### src/rtl/snake_body_ctrl.sv
// rtl/snake_body_ctrl.sv - snake movement, growth, collision detection and cell occupancy query
module snake_body_ctrl #(
  parameter int MAX_LEN     = 16,
  parameter int STEP_CYCLES = 250_000,
  parameter int X_MAX       = 62,
  parameter int Y_MAX       = 52
) (
  input  logic       clk,
  input  logic       rst,
  input  logic [3:0] dir_req,
  input  logic       add_cube,
  input  logic [6:0] query_x,
  input  logic [6:0] query_y,
  output logic       query_hit,
  output logic       query_head,
  output logic [6:0] head_x,
  output logic [6:0] head_y,
  output logic [4:0] length,
  output logic       step,
  output logic       game_over
);

  localparam int               CNT_W     = (STEP_CYCLES > 1) ? $clog2(STEP_CYCLES) : 1;
  localparam logic [CNT_W-1:0] CNT_LAST  = CNT_W'(STEP_CYCLES - 1);
  localparam logic [4:0]       LEN_MAX   = 5'(MAX_LEN);
  localparam logic [3:0]       DIR_UP    = 4'b1000;
  localparam logic [3:0]       DIR_DOWN  = 4'b0100;
  localparam logic [3:0]       DIR_LEFT  = 4'b0010;
  localparam logic [3:0]       DIR_RIGHT = 4'b0001;

  typedef enum logic [1:0] {START, RUN, OVER} state_t;

  state_t           state_q, state_d;
  logic [3:0]       cur_dir_q, cur_dir_d;
  logic [3:0]       next_dir_q, next_dir_d;
  logic [6:0]       seg_x_q [MAX_LEN];
  logic [6:0]       seg_x_d [MAX_LEN];
  logic [6:0]       seg_y_q [MAX_LEN];
  logic [6:0]       seg_y_d [MAX_LEN];
  logic [4:0]       length_q, length_d;
  logic             grow_pending_q, grow_pending_d;
  logic [CNT_W-1:0] cnt_q, cnt_d;
  logic             add_cube_q, add_cube_d;
  logic             step_q, step_d;
  logic             query_hit_q, query_hit_d;
  logic             query_head_q, query_head_d;

  logic             tick, step_cycle, dir_onehot, dir_ok, cube_rise;
  logic             wall_hit, self_hit, grow, move;
  logic [7:0]       nh_x, nh_y;
  logic [4:0]       check_len;

  function automatic logic [3:0] reverse_of(input logic [3:0] d);
    return {d[2], d[3], d[0], d[1]};
  endfunction

  // Tick counter, direction filter, new-head evaluation and body shift
  always_comb begin
    state_d        = state_q;
    cur_dir_d      = cur_dir_q;
    next_dir_d     = next_dir_q;
    seg_x_d        = seg_x_q;
    seg_y_d        = seg_y_q;
    length_d       = length_q;
    grow_pending_d = grow_pending_q;
    add_cube_d     = add_cube;

    tick       = (cnt_q == CNT_LAST);
    cnt_d      = tick ? '0 : cnt_q + CNT_W'(1);
    step_cycle = (state_q == RUN) && tick;
    cube_rise  = add_cube && !add_cube_q;

    // On a step edge next_dir becomes cur_dir, so a request landing there must not reverse it either
    dir_onehot = (dir_req != 4'b0000) && ((dir_req & (dir_req - 4'd1)) == 4'b0000);
    dir_ok     = dir_onehot && (dir_req != reverse_of(cur_dir_q)) &&
                 !(step_cycle && (dir_req == reverse_of(next_dir_q)));

    // 8-bit arithmetic so that stepping off either edge is visible as 0 or > MAX
    nh_x = {1'b0, seg_x_q[0]};
    nh_y = {1'b0, seg_y_q[0]};
    case (next_dir_q)
      DIR_UP:   nh_y = nh_y - 8'd1;
      DIR_DOWN: nh_y = nh_y + 8'd1;
      DIR_LEFT: nh_x = nh_x - 8'd1;
      default:  nh_x = nh_x + 8'd1;
    endcase
    wall_hit = (nh_x == 8'd0) || (nh_x > 8'(X_MAX)) || (nh_y == 8'd0) || (nh_y > 8'(Y_MAX));

    // The tail only vacates its cell when the snake is not growing on this step
    grow      = grow_pending_q && (length_q < LEN_MAX);
    check_len = grow ? length_q : length_q - 5'd1;
    self_hit  = 1'b0;
    for (int i = 0; i < MAX_LEN; i++) begin
      if ((5'(i) < check_len) && ({1'b0, seg_x_q[i]} == nh_x) && ({1'b0, seg_y_q[i]} == nh_y)) begin
        self_hit = 1'b1;
      end
    end

    move   = step_cycle && !wall_hit && !self_hit;
    step_d = move;

    case (state_q)
      START: begin
        if (dir_ok) begin
          next_dir_d = dir_req;
          state_d    = RUN;
        end
        if (cube_rise) grow_pending_d = 1'b1;
      end
      RUN: begin
        if (dir_ok) next_dir_d = dir_req;
        if (step_cycle && (wall_hit || self_hit)) begin
          state_d = OVER;
        end else if (move) begin
          cur_dir_d      = next_dir_q;
          length_d       = grow ? length_q + 5'd1 : length_q;
          // An edge on the step cycle itself belongs to the following step
          grow_pending_d = cube_rise;
          seg_x_d[0]     = nh_x[6:0];
          seg_y_d[0]     = nh_y[6:0];
          for (int i = 1; i < MAX_LEN; i++) begin
            seg_x_d[i] = (5'(i) < length_d) ? seg_x_q[i-1] : 7'd0;
            seg_y_d[i] = (5'(i) < length_d) ? seg_y_q[i-1] : 7'd0;
          end
        end else if (cube_rise) begin
          grow_pending_d = 1'b1;
        end
      end
      default: ;
    endcase
  end

  // Occupancy lookup against the current (pre-edge) body
  always_comb begin
    query_hit_d = 1'b0;
    for (int i = 0; i < MAX_LEN; i++) begin
      if ((5'(i) < length_q) && (seg_x_q[i] == query_x) && (seg_y_q[i] == query_y)) begin
        query_hit_d = 1'b1;
      end
    end
    query_head_d = (seg_x_q[0] == query_x) && (seg_y_q[0] == query_y);
  end

  // State registers with synchronous reset to the initial three-segment snake
  always_ff @(posedge clk) begin
    if (rst) begin
      state_q        <= START;
      cur_dir_q      <= DIR_RIGHT;
      next_dir_q     <= DIR_RIGHT;
      length_q       <= 5'd3;
      grow_pending_q <= 1'b0;
      cnt_q          <= '0;
      add_cube_q     <= 1'b0;
      step_q         <= 1'b0;
      query_hit_q    <= 1'b0;
      query_head_q   <= 1'b0;
      for (int i = 0; i < MAX_LEN; i++) begin
        seg_x_q[i] <= (i < 3) ? 7'(10 - i) : 7'd0;
        seg_y_q[i] <= (i < 3) ? 7'd30 : 7'd0;
      end
    end else begin
      state_q        <= state_d;
      cur_dir_q      <= cur_dir_d;
      next_dir_q     <= next_dir_d;
      length_q       <= length_d;
      grow_pending_q <= grow_pending_d;
      cnt_q          <= cnt_d;
      add_cube_q     <= add_cube_d;
      step_q         <= step_d;
      query_hit_q    <= query_hit_d;
      query_head_q   <= query_head_d;
      seg_x_q        <= seg_x_d;
      seg_y_q        <= seg_y_d;
    end
  end

  assign head_x     = seg_x_q[0];
  assign head_y     = seg_y_q[0];
  assign length     = length_q;
  assign step       = step_q;
  assign game_over  = (state_q == OVER);
  assign query_hit  = query_hit_q;
  assign query_head = query_head_q;

endmodule

### config.mk
export PLATFORM = sky130hd
export DESIGN_NAME = snake_body_ctrl
export DESIGN_NICKNAME = d
export VERILOG_FILES = /design/src/rtl/snake_body_ctrl.sv
export SDC_FILE = /design/constraint.sdc
export NUM_CORES = 1
export LEC_CHECK = 0
export ABC_AREA = 1
export CORE_ASPECT_RATIO = 1.5
export CORE_MARGIN = 2
export CORE_UTILIZATION = 30
export DETAILED_ROUTE_END_ITERATION = 10
export PLACE_DENSITY = 0.51
export SYNTH_ARGS = -nofsm -noshare
export SYNTH_HDL_FRONTEND = slang
export SYNTH_SLANG_ARGS = --single-unit
### constraint.sdc
create_clock -name clk -period 10.3 [get_ports clk]
set_input_delay 2.06 -clock clk [delete_from_list [all_inputs] [get_ports clk]]
set_output_delay 2.06 -clock clk [all_outputs]
set_load 0.01 [all_outputs]
After elaboration in Yosys (flattened, before gate mapping)
Cells that the tools add are included.
{ "totals": {"register_bits": 262, "out_inout_bits": 23} }
{ "op_classes": {"n_addsub": 8, "magnitude_cmp": 50, "n_eq_ne": 75, "muxes": 73, "n_bitwise": 2, "reduce_logical": 96} }
{ "ops": {"columns": ["cell", "n"], "rows": [
  ["7-bit by 8-bit equality test with 1-bit output", 32],
  ["7-bit equality test", 32],
  ["7-bit two-way mux", 30],
  ["4-bit by 5-bit < comparator with 1-bit output, first input constant", 24],
  ["1-bit logical AND", 75],
  ["3-bit by 5-bit < comparator with 1-bit output, first input constant", 12],
  ["1-bit two-way mux", 35],
  ["8-bit case mux with 2 select lines", 2],
  ["2-bit by 5-bit < comparator with 1-bit output, first input constant", 6],
  ["1-bit by 5-bit < comparator with 1-bit output, first input constant", 5],
  ["18-bit by 1-bit adder with 18-bit output, second input constant", 1],
  ["18-bit equality test, second input constant", 1],
  ["7-bit by 1-bit adder with 8-bit output, second input constant", 2],
  ["8-bit by 6-bit > comparator with 1-bit output, second input constant", 2],
  ["8-bit zero test", 2],
  ["7-bit by 1-bit subtractor with 8-bit output, second input constant", 2],
  ["5-bit two-way mux", 2],
  ["3-bit AND reduction", 2],
  ["2-bit OR reduction", 3],
  ["5-bit by 1-bit adder with 5-bit output, second input constant", 1],
  ["5-bit < comparator, second input constant", 1],
  ["5-bit by 1-bit subtractor with 5-bit output, second input constant", 1],
  ["4-bit AND", 1],
  ["4-bit by 2-bit equality test with 1-bit output, second input constant", 1],
  ["other kinds (20)", 29]
]} }

Depth between registers and ports, before layout
Gate-level depths: netlist of the first run.
{ "depth": {"ltp_word": 27, "mapped_depth": 33} }

Worst setup path after synthesis of the first run
No wires, ideal clock.
{ "synth_path": {"path_kind": "input -> register", "start": "in query_x[3]", "end": "reg query_hit_q, in the netlist query_hit", "arrival_time_ns": 3.696, "required_ns": 10.219, "setup_slack_ns": 6.523, "path_stages": 8, "path_buffers": 2, "path_cell_list": "clkbuf_1 -> clkbuf_1 -> xor2_1 -> nor4_1 -> nand2_1 -> o41ai_1 -> nor2_1 -> a41oi_1"} }
{ "synth_via": {"elab_chain_cells": 19, "word_cells_on_any_way": 64, "cone_classes": "16 x eq/ne; 16 x mux; 32 x reduce/logical"} }
{ "synth_rtl": {"columns": ["element", "line", "source"], "rows": [
  ["from (decl)", "12", "input logic [6:0] query_x,"],
  ["7-bit equality test", "137", "if ((5'(i) < length_q) && (seg_x_q[i] == query_x) && (seg_y_q[i] == query_y)) begin"],
  ["1-bit logical AND (2 in series)", "137", null],
  ["1-bit two-way mux (15 in series)", "137", null],
  ["1-bit two-way mux *", "137", null],
  ["to (signal assigned)", "170", "query_hit_q <= query_hit_d;"],
  ["to (decl)", "45", "logic query_hit_q, query_hit_d;"]
]} }
Mark *: on every way between the ends. The rest lies on a longest branch, timed or not.
A chain may end at the register's enable or synchronous reset.

Worst setup path in the final report of the first run
{ "layout_path": {"start": "reg next_dir_q[0]", "end": "reg seg_x_q[84] (netlist name)"} }
{ "layout_via": {"elab_chain_cells": 26, "word_cells_on_any_way": 101, "cone_classes": "2 x order compare; 35 x eq/ne; 18 x mux; 1 x bitwise; 45 x reduce/logical"} }
{ "layout_rtl": {"columns": ["element", "line", "source"], "rows": [
  ["from (decl)", "35", "logic [3:0] next_dir_q, next_dir_d;"],
  ["from (signal assigned)", "164", "next_dir_q <= next_dir_d;"],
  ["4-bit by 3-bit equality test with 1-bit output or 4-bit equality test (tied branches)", "81", "case (next_dir_q)"],
  ["2-bit OR reduction (no source line)", null, null],
  ["8-bit case mux with 2 select lines", "81", null],
  ["7-bit by 8-bit equality test with 1-bit output", "94", "if ((5'(i) < check_len) && ({1'b0, seg_x_q[i]} == nh_x) && ({1'b0, seg_y_q[i]} == nh_y)) begin"],
  ["1-bit logical AND (2 in series)", "94", null],
  ["1-bit two-way mux (16 in series)", "94", null],
  ["1-bit logical OR", "112", "if (step_cycle && (wall_hit || self_hit)) begin"],
  ["1-bit logical AND", "112", null],
  ["1-bit inverter (no source line)", null, null],
  ["3-bit AND reduction (no source line) *", null, null],
  ["to (signal, indexed assignment)", "158", "seg_x_q[i] <= (i < 3) ? 7'(10 - i) : 7'd0;"],
  ["to (signal assigned)", "172", "seg_x_q <= seg_x_d;"],
  ["to (decl)", "36", "logic [6:0] seg_x_q [MAX_LEN];"]
]} }
Marked as above.

==> results of run 1 <==
-- power by group --
group | internal (mW) | switching (mW) | total [mW] | leakage (nW)
Combinational | 0.0686 | 0.203 | 0.272 | 5.01
Sequential | 1.02 | 0.00401 | 1.02 | 2.11
Clock | 0.693 | 0.481 | 1.17 | 0.502
Total | 1.78 | 0.688 | 2.47 | 7.63
-- sequential cells by signal, indices dropped and copies added, names as in the netlist --
signal          cells
add_cube_q          1
cnt_q              18
cur_dir_q           4
grow_pending_q      1
head_x              7
head_y              7
length              5
next_dir_q          4
query_head          1
query_hit           1
seg_x_q           105
seg_y_q           105
state_q             2
step                1
-- cells in the mapped netlist (all sizes together) --
| master | count | area [um^2] |
|---|---|---|
| nand3b | 34 | 255 |
| nand4 | 41 | 278 |
| nor3b | 2 | 15.0 |
| nor3 | 20 | 100 |
| buf | 116 | 744 |
| a41oi | 4 | 35.0 |
| nand2 | 825 | 3180 |
| a2111oi | 4 | 35.0 |
| inv | 255 | 957 |
| fa | 1 | 20.0 |
| xnor2 | 90 | 788 |
| a221o | 1 | 10.0 |
| a21oi | 54 | 312 |
| xor2 | 134 | 1170 |
| nand3 | 376 | 1910 |
| nor2 | 220 | 848 |
| clkbuf | 60 | 225 |
| o31ai | 1 | 7.51 |
| or3b | 1 | 8.76 |
| nor4b | 1 | 8.76 |
| o41ai | 2 | 17.5 |
| or2 | 10 | 62.6 |
| o2111ai | 8 | 70.1 |
| o22ai | 18 | 113 |
| a221oi | 6 | 52.6 |
| a311oi | 1 | 8.76 |
| ha | 11 | 138 |
| dfxtp | 262 | 5250 |
| nor4 | 41 | 257 |
| o21ai | 223 | 1120 |
| a2111o | 1 | 11.3 |
| clkinv | 4 | 15.0 |
| a31oi | 2 | 12.5 |
| and3 | 1 | 6.26 |
| o211ai | 12 | 100 |
-- per-layer routing --
layer | vias up | global-route usage (%) | share of wire (%)
met2 | 822 | 47.2 | 49
met5 | - | 0 | 0
met1 | 9174 | 29.8 | 36
li1 | 9065 | - | -
met3 | 269 | 2.41 | 5.2
met4 | 0 | 21.5 | 9.2
-- cells by family (layout without fill, tap and decap cells) --
kind of cell	after synthesis	after routing	share of synthesized area [%]
compound gates	337	337	10.5
xor+xnor	224	224	10.8
fa+ha+maj	12	12	0.869
buf+inv	435	386	10.7
flops	262	262	28.9
simple gates	1572	1572	38.2
-- area by class of cell --
class                      count  area (um^2)
fill                        6610        40000
multi-input combinational   2145        11000
sequential                   262         5250
tap                          784          981
inverter                     259          977
clock buffer                  36          792
timing repair buffer          74          658
clock inverter                17          245
-- critical path, stage by stage, from the launching register on --
cell	delay, ns
dfxtp_1	0.46
nor2_4	0.11
nand2_1	0.36
nand2_2	0.38
inv_2	0.37
nand3_1	0.60
nand2_2	0.66
inv_1	0.33
nand2_1	0.13
nand3_1	0.08
nor2_1	0.19
nand3_1	0.11
nor2_1	0.10
nand3_1	0.10
nand2_1	0.10
nor2_1	0.05
nand2_1	0.07
nand2_2	0.13
nand3_4	0.58
buf_4	0.53
buf_4	0.59
nand3_1	0.13
o21ai_0	0.13
-- worst max path at each step --
stage | depth (start not counted) | slack, ns | to | from
detailed placement | 22 | 3.94 | seg_x_q[84] | next_dir_q[0]
global route | 22 | 3.47 | seg_x_q[92] | next_dir_q[0]
finish | 22 | 3.78 | seg_x_q[84] | next_dir_q[0]
global placement | 22 | 4.13 | seg_x_q[79] | next_dir_q[0]
CTS | 22 | 3.98 | seg_x_q[92] | next_dir_q[0]
floorplan | 8 | 6.52 | query_hit | query_x[3]
-- placed cells by master, fill, tap and decap left out, types with 5 or more instances in the layout --
cell type	instances
nand3b_1	34
ha_1	11
nand4_1	39
a21oi_2	11
o211ai_1	10
inv_1	249
nor2_1	217
nand2_2	20
o22ai_1	18
nand3_1	372
nand2_1	801
inv_2	6
clkinv_2	7
xnor2_1	90
clkdlybuf4s50_1	42
a221oi_1	6
clkbuf_16	29
buf_4	31
o21ai_0	64
bufinv_16	6
dfxtp_1	262
o21ai_2	5
nor4_1	41
nor3_1	20
o21ai_1	154
a21oi_1	43
or2_2	9
xor2_1	134
o2111ai_1	8
-- per-stage QoR --
step | hold WS [ns] | utilization (%)
after floorplan | 0.418 | -
after global placement | 0.433 | 31.5
after detailed placement | 0.461 | 31.5
after CTS | 0.470 | 33.2
after global routing | 0.484 | 33.2
final | 0.464 | 33.2
==> summary.md, run 1 <==
| Metric | Value |
|---|---|
| Status | `finished, final reports clean` |
| Layout cells sized above 1 | `5.37%` |
| Normalized max-slew margin | `17.8%` |
| Initial Util | `a little over 30%` |
| Max Clock Freq | `about 0.15 GHz` |
| R2r worst-path depth | `22` |
| Clock transition at path regs | `0.07 ns` |
| Largest net degree at the start of global routing | `83` |
| Post-DP HPWL | `62800 um` |
| Setup WS post-layout | `3.78 ns` |
| HP Start | `cnt_q[0]` |
| CTS buffer count | `29` |
| Die ar. | `roughly 62000 um^2` |
| Core area | `between 50000 and 60000 um^2` |
| CP arrival | `7.00 ns` |
| Total design power | `2.47 mW` |
| GP Congestion | `between 0.9 and 1` |
| Setup TNS | `0 ns` |
| Yosys warns | `0` |
| Starting DRT DRC Count | `1880` |
| Hold path depth | `1` |
| Per-cell routed wire length | `24.1 um` |
| Worst skew pair latency | `0.59 ns` |
| H-tree levels | `1` |
| RSZ-0062 raised after global routing | `false` |
| Setup Crit Path Kind | `reg -> reg` |
| Nets | `roughly 2800` |
| DRC Markers | `0` |
| I/O Buffers | `between 40 and 50` |
| Post-DP Area | `18800 um^2` |
| Non-filler instance count after layout | `between 3000 and 4000` |
| Power Density | `124 nW/um^2` |
| CTS Sinks | `262` |
| Dpl ws | `3.94 ns` |
| # rows | `110` |
| Placed cell count | `3524` |
| Clock tree from TritonCTS | `done` |
| Worst hold path type | `reg -> reg` |
| Period minus WS final | `~6.5 ns` |
| Post-CTS Setup Repair Bufs | `0` |
| Syn Area/Cell | `6.38 um^2` |
| Vias post-DR | `around 19000` |
| Diode count | `0` |
| Synthesized area | `roughly 18000 um^2` |
| Setup Skew | `between 0.02 and 0.025 ns` |
| Antenna Nets Post-Route | `0` |
| Initial antenna violation count | `0` |
| Req. time, crit path | `10.78 ns` |
| Final Cell Area | `19900 um^2` |
| Crit path capture type | `flop` |
| Wirelength, routed | `86300 um` |
| Clock Path Buffers | `3` |
| Final Slew Violations | `0` |
| Worst Path Max Fanout | `56` |
| Vias per std cell | `~5.4` |
| Yosys cell types | `50` |
| Area delta synth->final | `9.59%` |
| Final period util | `a little over three fifths` |
| DRT Pass-1 Iters | `5` |
| Grt total ovfl | `0` |
| Fin. Hold Viols | `0` |
| Hold_buf cts | `0` |
| Global-route wire length before repair | `125000 um` |
| Hold EP | `cnt_q[0]` |
| Die Span Y | `just over 300 um` |
| Worst-Margin Slew | `roughly 1.2 ns` |
| R2r setup slk | `around 3.8 ns` |
| CTS root buffer | `clkbuf_16` |
| Global Route Usage Sum | `around 27%` |
| Startpoint Class | `flop` |
| FF-to-FF End | `seg_x_q[84]` |
| Peak VDD IR | `0.112 mV` |
| Syn Inst Count | `2842` |
| #FFs+latches synth | `262` |
| CTS resizes | `0` |
| Count of final setup violators | `0` |
| Reg2reg start | `next_dir_q[0]` |
| IO Pins | `44` |
| Vias in the first global route | `18300` |
| Seq/Total Area, Yosys | `28.9%` |
| P_leak | `7.63 nW` |
| Die Span X | `205 um` |
| Maxcap violations | `0` |
| Mapped Nets | `2875` |
Power figures use the tool's default switching activity.
==> run 2: changes to the inputs <==
- clock period: 10.3 -> 6.2 ns (I/O delays scaled with it)
==> summary.md, run 2 (synthesis gave the netlist of run 1 again) <==
| Metric | Value |
|---|---|
| Vias post-DR | `19400 (+0.37%)` |
| Maxcap violations | `0 (unchanged)` |
| Final Slew Violations | `0 (unchanged)` |
| Post-DP HPWL | `65200 um (+3.8%)` |
| Power Internal | `2.75 mW (+55%)` |
| Setup Crit Path Kind | `reg -> reg` |
| CTS Sinks | `262 (unchanged)` |
| Fin. Hold Viols | `0 (unchanged)` |
| Setup Skew | `0.0157 ns (-0.00718 ns)` |
| Clock tree from TritonCTS | `done` |
| Wirelength, routed | `88000 um (+1.9%)` |
| Final Util | `33.4% (+0.18 points)` |
| # rows | `110 (unchanged)` |
| RSZ-0062 raised after global routing | `false` |
| Normalized max-slew margin | `20.7% (+2.9 points)` |
| Global Route Usage Sum | `27.6% (+0.60 points)` |
| Per-cell routed wire length | `24.5 um (+1.4%)` |
| Post-CTS Setup Repair Bufs | `0 (unchanged)` |
| Dpl ws | `0.934 ns (-3.01 ns)` |
| Worst skew pair latency | `0.59 ns (about the same)` |
| Diode count | `0 (unchanged)` |
| Nets | `2823 (+0.68%)` |
| Worst path max stage delay | `0.70 ns (+0.04 ns)` |
| Hold_buf cts | `0 (unchanged)` |
| Clock Path Buffers | `3 (unchanged)` |
| Period minus WS final | `5.45 ns (-1.06 ns)` |
| Area delta synth->final | `10.2%` |
| Max Clock Freq | `0.183 GHz (+20%)` |
| CTS resizes | `0 (unchanged)` |
| Global-route wire length before repair | `127000 um (+1.6%)` |
| GP Congestion | `0.998 (+8.2%)` |
| Critical path's most frequent cell | `nand2_1` |
| Initial Util | `30.3% (unchanged)` |
| DRC Markers | `0 (unchanged)` |
| Status | `finished, final reports clean` |
| CTS root buffer | `clkbuf_16` |
| Flop pwr share | `43.5% (+2.1 points)` |
| Vias per std cell | `5.40 (-0.16%)` |
| Setup WS post-layout | `0.745 ns (-3.04 ns)` |
| Commonest non-fill, non-tap cell in the layout | `nand2_1` |
| Critical-path top delay cell | `nand2_1` |
| Largest regs | `seg_x_q (105), seg_y_q (105), cnt_q (18)` |
| Crit path capture type | `flop` |
| Final period util | `88.0% (+25 points)` |
| DRT Pass-1 Iters | `6 (+1)` |
| P_leak | `7.70 nW (+0.93%)` |
| Worst-Margin Slew | `1.18 ns (-0.0365 ns)` |
| Layout cells sized above 1 | `5.94% (+0.57 points)` |
| Most frequent cells in the layout | `801 x nand2_1, 372 x nand3_1, 262 x dfxtp_1` |
| Combinational share of power | `11.8% (+0.8 points)` |
| Worst Path Max Fanout | `51 (-8.9%)` |
| Initial antenna violation count | `0 (unchanged)` |
| Clk pwr share | `44.8% (-2.8 points)` |
| Setup TNS | `0 ns (unchanged)` |
| CP arrival | `5.97 ns (-1.03 ns)` |
| Die Span X | `205 um (unchanged)` |
| Die ar. | `62500 um^2 (unchanged)` |
| Vias in the first global route | `18500 (+1.2%)` |
| Core area | `59900 um^2 (unchanged)` |
| Peak VDD IR | `0.205 mV (+83%)` |
| Switching fraction of total power | `29.5% (+1.6 points)` |
| Psw | `1.15 mW (+67%)` |
| Hold slack final | `0.449 ns (-0.0146 ns)` |
| Grt total ovfl | `0 (unchanged)` |
| Worst hold path type | `reg -> reg` |
| Antenna Nets Post-Route | `0 (unchanged)` |
| Largest net degree at the start of global routing | `76 (-8.4%)` |
| H-tree levels | `1 (unchanged)` |
| Die Span Y | `305 um (unchanged)` |
| Startpoint Class | `flop` |
| I/O Buffers | `43 (unchanged)` |
| CTS buffer count | `29 (unchanged)` |
| Crit path cell chain | `inv_2, nor2_1, nand2_2, ha_1, a21oi_1, o211ai_1, xnor2_1, nand2_1, nand2_1, nand2_1, nand2_1, nor2_1, nand3_1, nand2_1, nor2_1, nor2_1, nor2_4, nand4_4, buf_12, o21ai_1` |
| Starting DRT DRC Count | `2090 (+11%)` |
| Placed cell count | `3543 (+0.54%)` |
| Count of final setup violators | `0 (unchanged)` |
| IO Pins | `44 (unchanged)` |
| Fillers | `6580 (-0.45%)` |
| Non-filler instance count after layout | `3596 (+0.53%)` |
| Req. time, crit path | `6.71 ns (-4.07 ns)` |
| Clock transition at path regs | `0.07 ns (about the same)` |
| Power Density | `195 nW/um^2 (+57%)` |
## run 2: worst max-delay path, delay by kind of cell, from the launching register on
kind / cells / cell delay, ns
AOI/OAI and AO/OA: 3 / 0.55
xor gates and xnor gates: 1 / 0.43
adders and majority gates: 1 / 0.44
buffers and inverters: 2 / 0.50
DFF: 1 / 0.44
and+or+nand+nor: 13 / 2.93
## run 2: final cells by class
type / count / area (um^2) / share of cell area [%]
flip-flops and latches: 262 / 5250 / 26.3
repair buffers: 93 / 888 / 4.45
inverters: 259 / 977 / 4.89
multi-input cells: 2145 / 11000 / 54.9
well taps: 784 / 981 / 4.91
clock buffers: 42 / 845 / 4.23
clock inverters: 11 / 67.6 / 0.338
## run 2: path summary, 6_finish.rpt
kind | depth (start not counted) | slack (ns) | endpoint | start
max | 20 | 0.75 | seg_y_q[84] | next_dir_q[2]
min | 1 | 0.45 | cnt_q[0] | cnt_q[0]
max reg2reg | 20 | 0.75 | seg_y_q[84] | next_dir_q[2]
min reg2reg | 1 | 0.45 | cnt_q[0] | cnt_q[0]
## run 2: power groups by stage
stage | Combinational [mW] | Sequential (mW) | Clock, mW
floorplan | 0.277 | 1.73 | 0
global placement | 0.447 | 1.73 | 0
detailed placement | 0.447 | 1.73 | 0
CTS | 0.448 | 1.69 | 1.77
global route | 0.483 | 1.69 | 1.82
finish | 0.459 | 1.69 | 1.75
## run 2: routing by layer
layer	part of all wire, %	GRT usage, %	vias to the layer above
met4	10	24.2	0
met5	0	0	-
met2	48	47.3	774
met1	37	30.1	9223
li1	-	-	9118
met3	4.6	2.76	287
## run 2: metrics by stage
step | instance area [um^2] | power, mW
6_report | 20000 | 3.90
5_1_grt | 20000 | 4.00
4_1_cts | 20000 | 3.91
3_5_place_dp | 19100 | 2.18
3_3_place_gp | 19100 | 2.18
2_1_floorplan | 18100 | 2.01
==> run 3: changes to the inputs <==
- CORE_ASPECT_RATIO: 1.5 -> unset
- SLEW_MARGIN: unset -> 0
==> summary.md, run 3 (synthesis gave the netlist of run 1 again) <==
| Metric | Value |
|---|---|
| # rows | `90 (-18%)` |
| DRT Pass-1 Iters | `6 (unchanged)` |
| Hold_buf cts | `0 (unchanged)` |
| Commonest non-fill, non-tap cell in the layout | `nand2_1` |
| Req. time, crit path | `6.68 ns (-0.03 ns)` |
| Worst-Margin Slew | `1.32 ns (+0.138 ns)` |
| Clock Path Buffers | `3 (unchanged)` |
| Peak VDD IR | `0.137 mV (-33%)` |
| Worst skew pair latency | `0.56 ns (-0.03 ns)` |
| Final Slew Violations | `0 (unchanged)` |
| Setup Crit Path Kind | `reg -> reg` |
| Switching fraction of total power | `27.6% (-1.9 points)` |
| Vias in the first global route | `17700 (-4.5%)` |
| Die Span X | `250 um (+22%)` |
| Vias per std cell | `5.33 (-1.2%)` |
| Startpoint Class | `flop` |
| Setup TNS | `0 ns (unchanged)` |
| Nets | `2823 (unchanged)` |
| CP arrival | `5.72 ns (-0.25 ns)` |
| P_leak | `7.78 nW (+1.0%)` |
| Hold slack final | `0.446 ns (-0.00296 ns)` |
| GP Congestion | `0.964 (-3.4%)` |
| Flop pwr share | `40.3% (-3.2 points)` |
| Global Route Usage Sum | `25.0% (-2.6 points)` |
| Wirelength, routed | `79900 um (-9.2%)` |
| Maxcap violations | `0 (unchanged)` |
| Power Density | `209 nW/um^2 (+7.0%)` |
| CTS resizes | `0 (unchanged)` |
| Largest regs | `seg_x_q (105), seg_y_q (105), cnt_q (18)` |
| Placed cell count | `3534 (-0.25%)` |
| Combinational share of power | `10.4% (-1.4 points)` |
| WP buf/inv | `5 (+3)` |
| Layout cells sized above 1 | `6.01% (+0.067 points)` |
| Worst hold path type | `reg -> reg` |
| Post-CTS Setup Repair Bufs | `0 (unchanged)` |
| H-tree levels | `2 (+1)` |
| DRC Markers | `0 (unchanged)` |
| Final period util | `84.5% (-3.5 points)` |
| Critical path's most frequent cell | `nand3_1` |
| Clk pwr share | `49.3% (+4.5 points)` |
| Clock tree from TritonCTS | `done` |
| Crit path capture type | `flop` |
| Vias post-DR | `19200 (-1.2%)` |
| Per-cell routed wire length | `22.2 um (-9.2%)` |
| CTS Sinks | `262 (unchanged)` |
| Critical-path top delay cell | `nand2_2` |
| Antenna Nets Post-Route | `0 (unchanged)` |
| Initial Util | `30.2% (-0.076 points)` |
| Normalized max-slew margin | `9.51% (-11 points)` |
| Dpl ws | `1.11 ns (+0.176 ns)` |
| Post-DP HPWL | `58200 um (-11%)` |
| Diode count | `0 (unchanged)` |
| Period minus WS final | `5.24 ns (-0.218 ns)` |
| I/O Buffers | `43 (unchanged)` |
| Power Internal | `3.05 mW (+11%)` |
| Core area | `60000 um^2 (+0.25%)` |
| Largest net degree at the start of global routing | `160 (+110%)` |
| Area delta synth->final | `11.1%` |
| Non-filler instance count after layout | `3596 (unchanged)` |
| Clock transition at path regs | `0.06 ns (about the same)` |
| Setup Skew | `0.0194 ns (+0.00372 ns)` |
| Max Clock Freq | `0.191 GHz (+4.2%)` |
| Worst path max stage delay | `0.47 ns (-0.23 ns)` |
| Fin. Hold Viols | `0 (unchanged)` |
| Starting DRT DRC Count | `2144 (+2.6%)` |
| IO Pins | `44 (unchanged)` |
| Psw | `1.16 mW (+0.77%)` |
| Die ar. | `62400 um^2 (about the same)` |
| Die Span Y | `250 um (-18%)` |
| Setup WS post-layout | `0.963 ns (+0.218 ns)` |
| CTS root buffer | `clkbuf_16` |
| Most frequent cells in the layout | `801 x nand2_1, 372 x nand3_1, 262 x dfxtp_1` |
| CTS buffer count | `36 (+24%)` |
| Status | `finished, final reports clean` |
| Initial antenna violation count | `1 (+1)` |
| Global-route wire length before repair | `118000 um (-6.8%)` |
| Total design power | `4.20 mW (+7.8%)` |
| Count of final setup violators | `0 (unchanged)` |
| Worst Path Max Fanout | `136 (+170%)` |
| Grt total ovfl | `0 (unchanged)` |
| Critical path's top delay family | `simple AND/OR/NAND/NOR gates` |
| Fillers | `6489 (-1.4%)` |
| RSZ-0062 raised after global routing | `false` |
-- run 3: changes by cell type in the layout (fill, tap and decap cells not counted), sizes merged --
cell | previous run | this run
clkbuf | 42 | 51
buf | 51 | 44
clkinvlp | 5 | 2
clkinv | 9 | 11
bufinv | 0 | 1
-- run 3: final timing paths --
path,cells past startpoint,slack [ns],to,from
worst max-delay path,26,0.96,length[3],next_dir_q[3]
worst min-delay path,1,0.45,cnt_q[0],cnt_q[0]
worst max register to register,26,0.96,length[3],next_dir_q[3]
worst min register to register,1,0.45,cnt_q[0],cnt_q[0]
-- run 3: power by group through the flow --
stage	combinational [mW]	clock, mW	sequential, mW
after floorplan	0.277	0	1.73
after global placement	0.425	0	1.73
after detailed placement	0.425	0	1.73
after CTS	0.426	2.11	1.70
after global routing	0.464	2.17	1.70
final	0.435	2.07	1.70
-- run 3: through the flow --
step | area, um^2 | utilization, %
after floorplan | 18100 | -
after global placement | 19000 | 31.6
after detailed placement | 19000 | 31.6
after CTS | 20100 | 33.6
after global routing | 20100 | 33.6
final | 20100 | 33.6
-- run 3: cell type report --
| class | instances | area (um^2) | area share [%] |
|---|---|---|---|
| Multi-Input combinational cell | 2145 | 11000 | 54.5 |
| Sequential cell | 262 | 5250 | 26.0 |
| Tap cell | 782 | 978 | 4.86 |
| Clock inverter | 11 | 88.8 | 0.441 |
| Timing Repair Buffer | 86 | 811 | 4.03 |
| Clock buffer | 51 | 1070 | 5.31 |
| Inverter | 259 | 977 | 4.85 |
-- run 3: metal layers --
layer / vias up / track usage, % / wire length [um]
li1: 9115 / - / -
met2: 852 / 38.4 / 34300
met1: 9034 / 33.6 / 35100
met4: 2 / 11.0 / 3580
met3: 159 / 5.25 / 6850
met5: - / 0 / 16
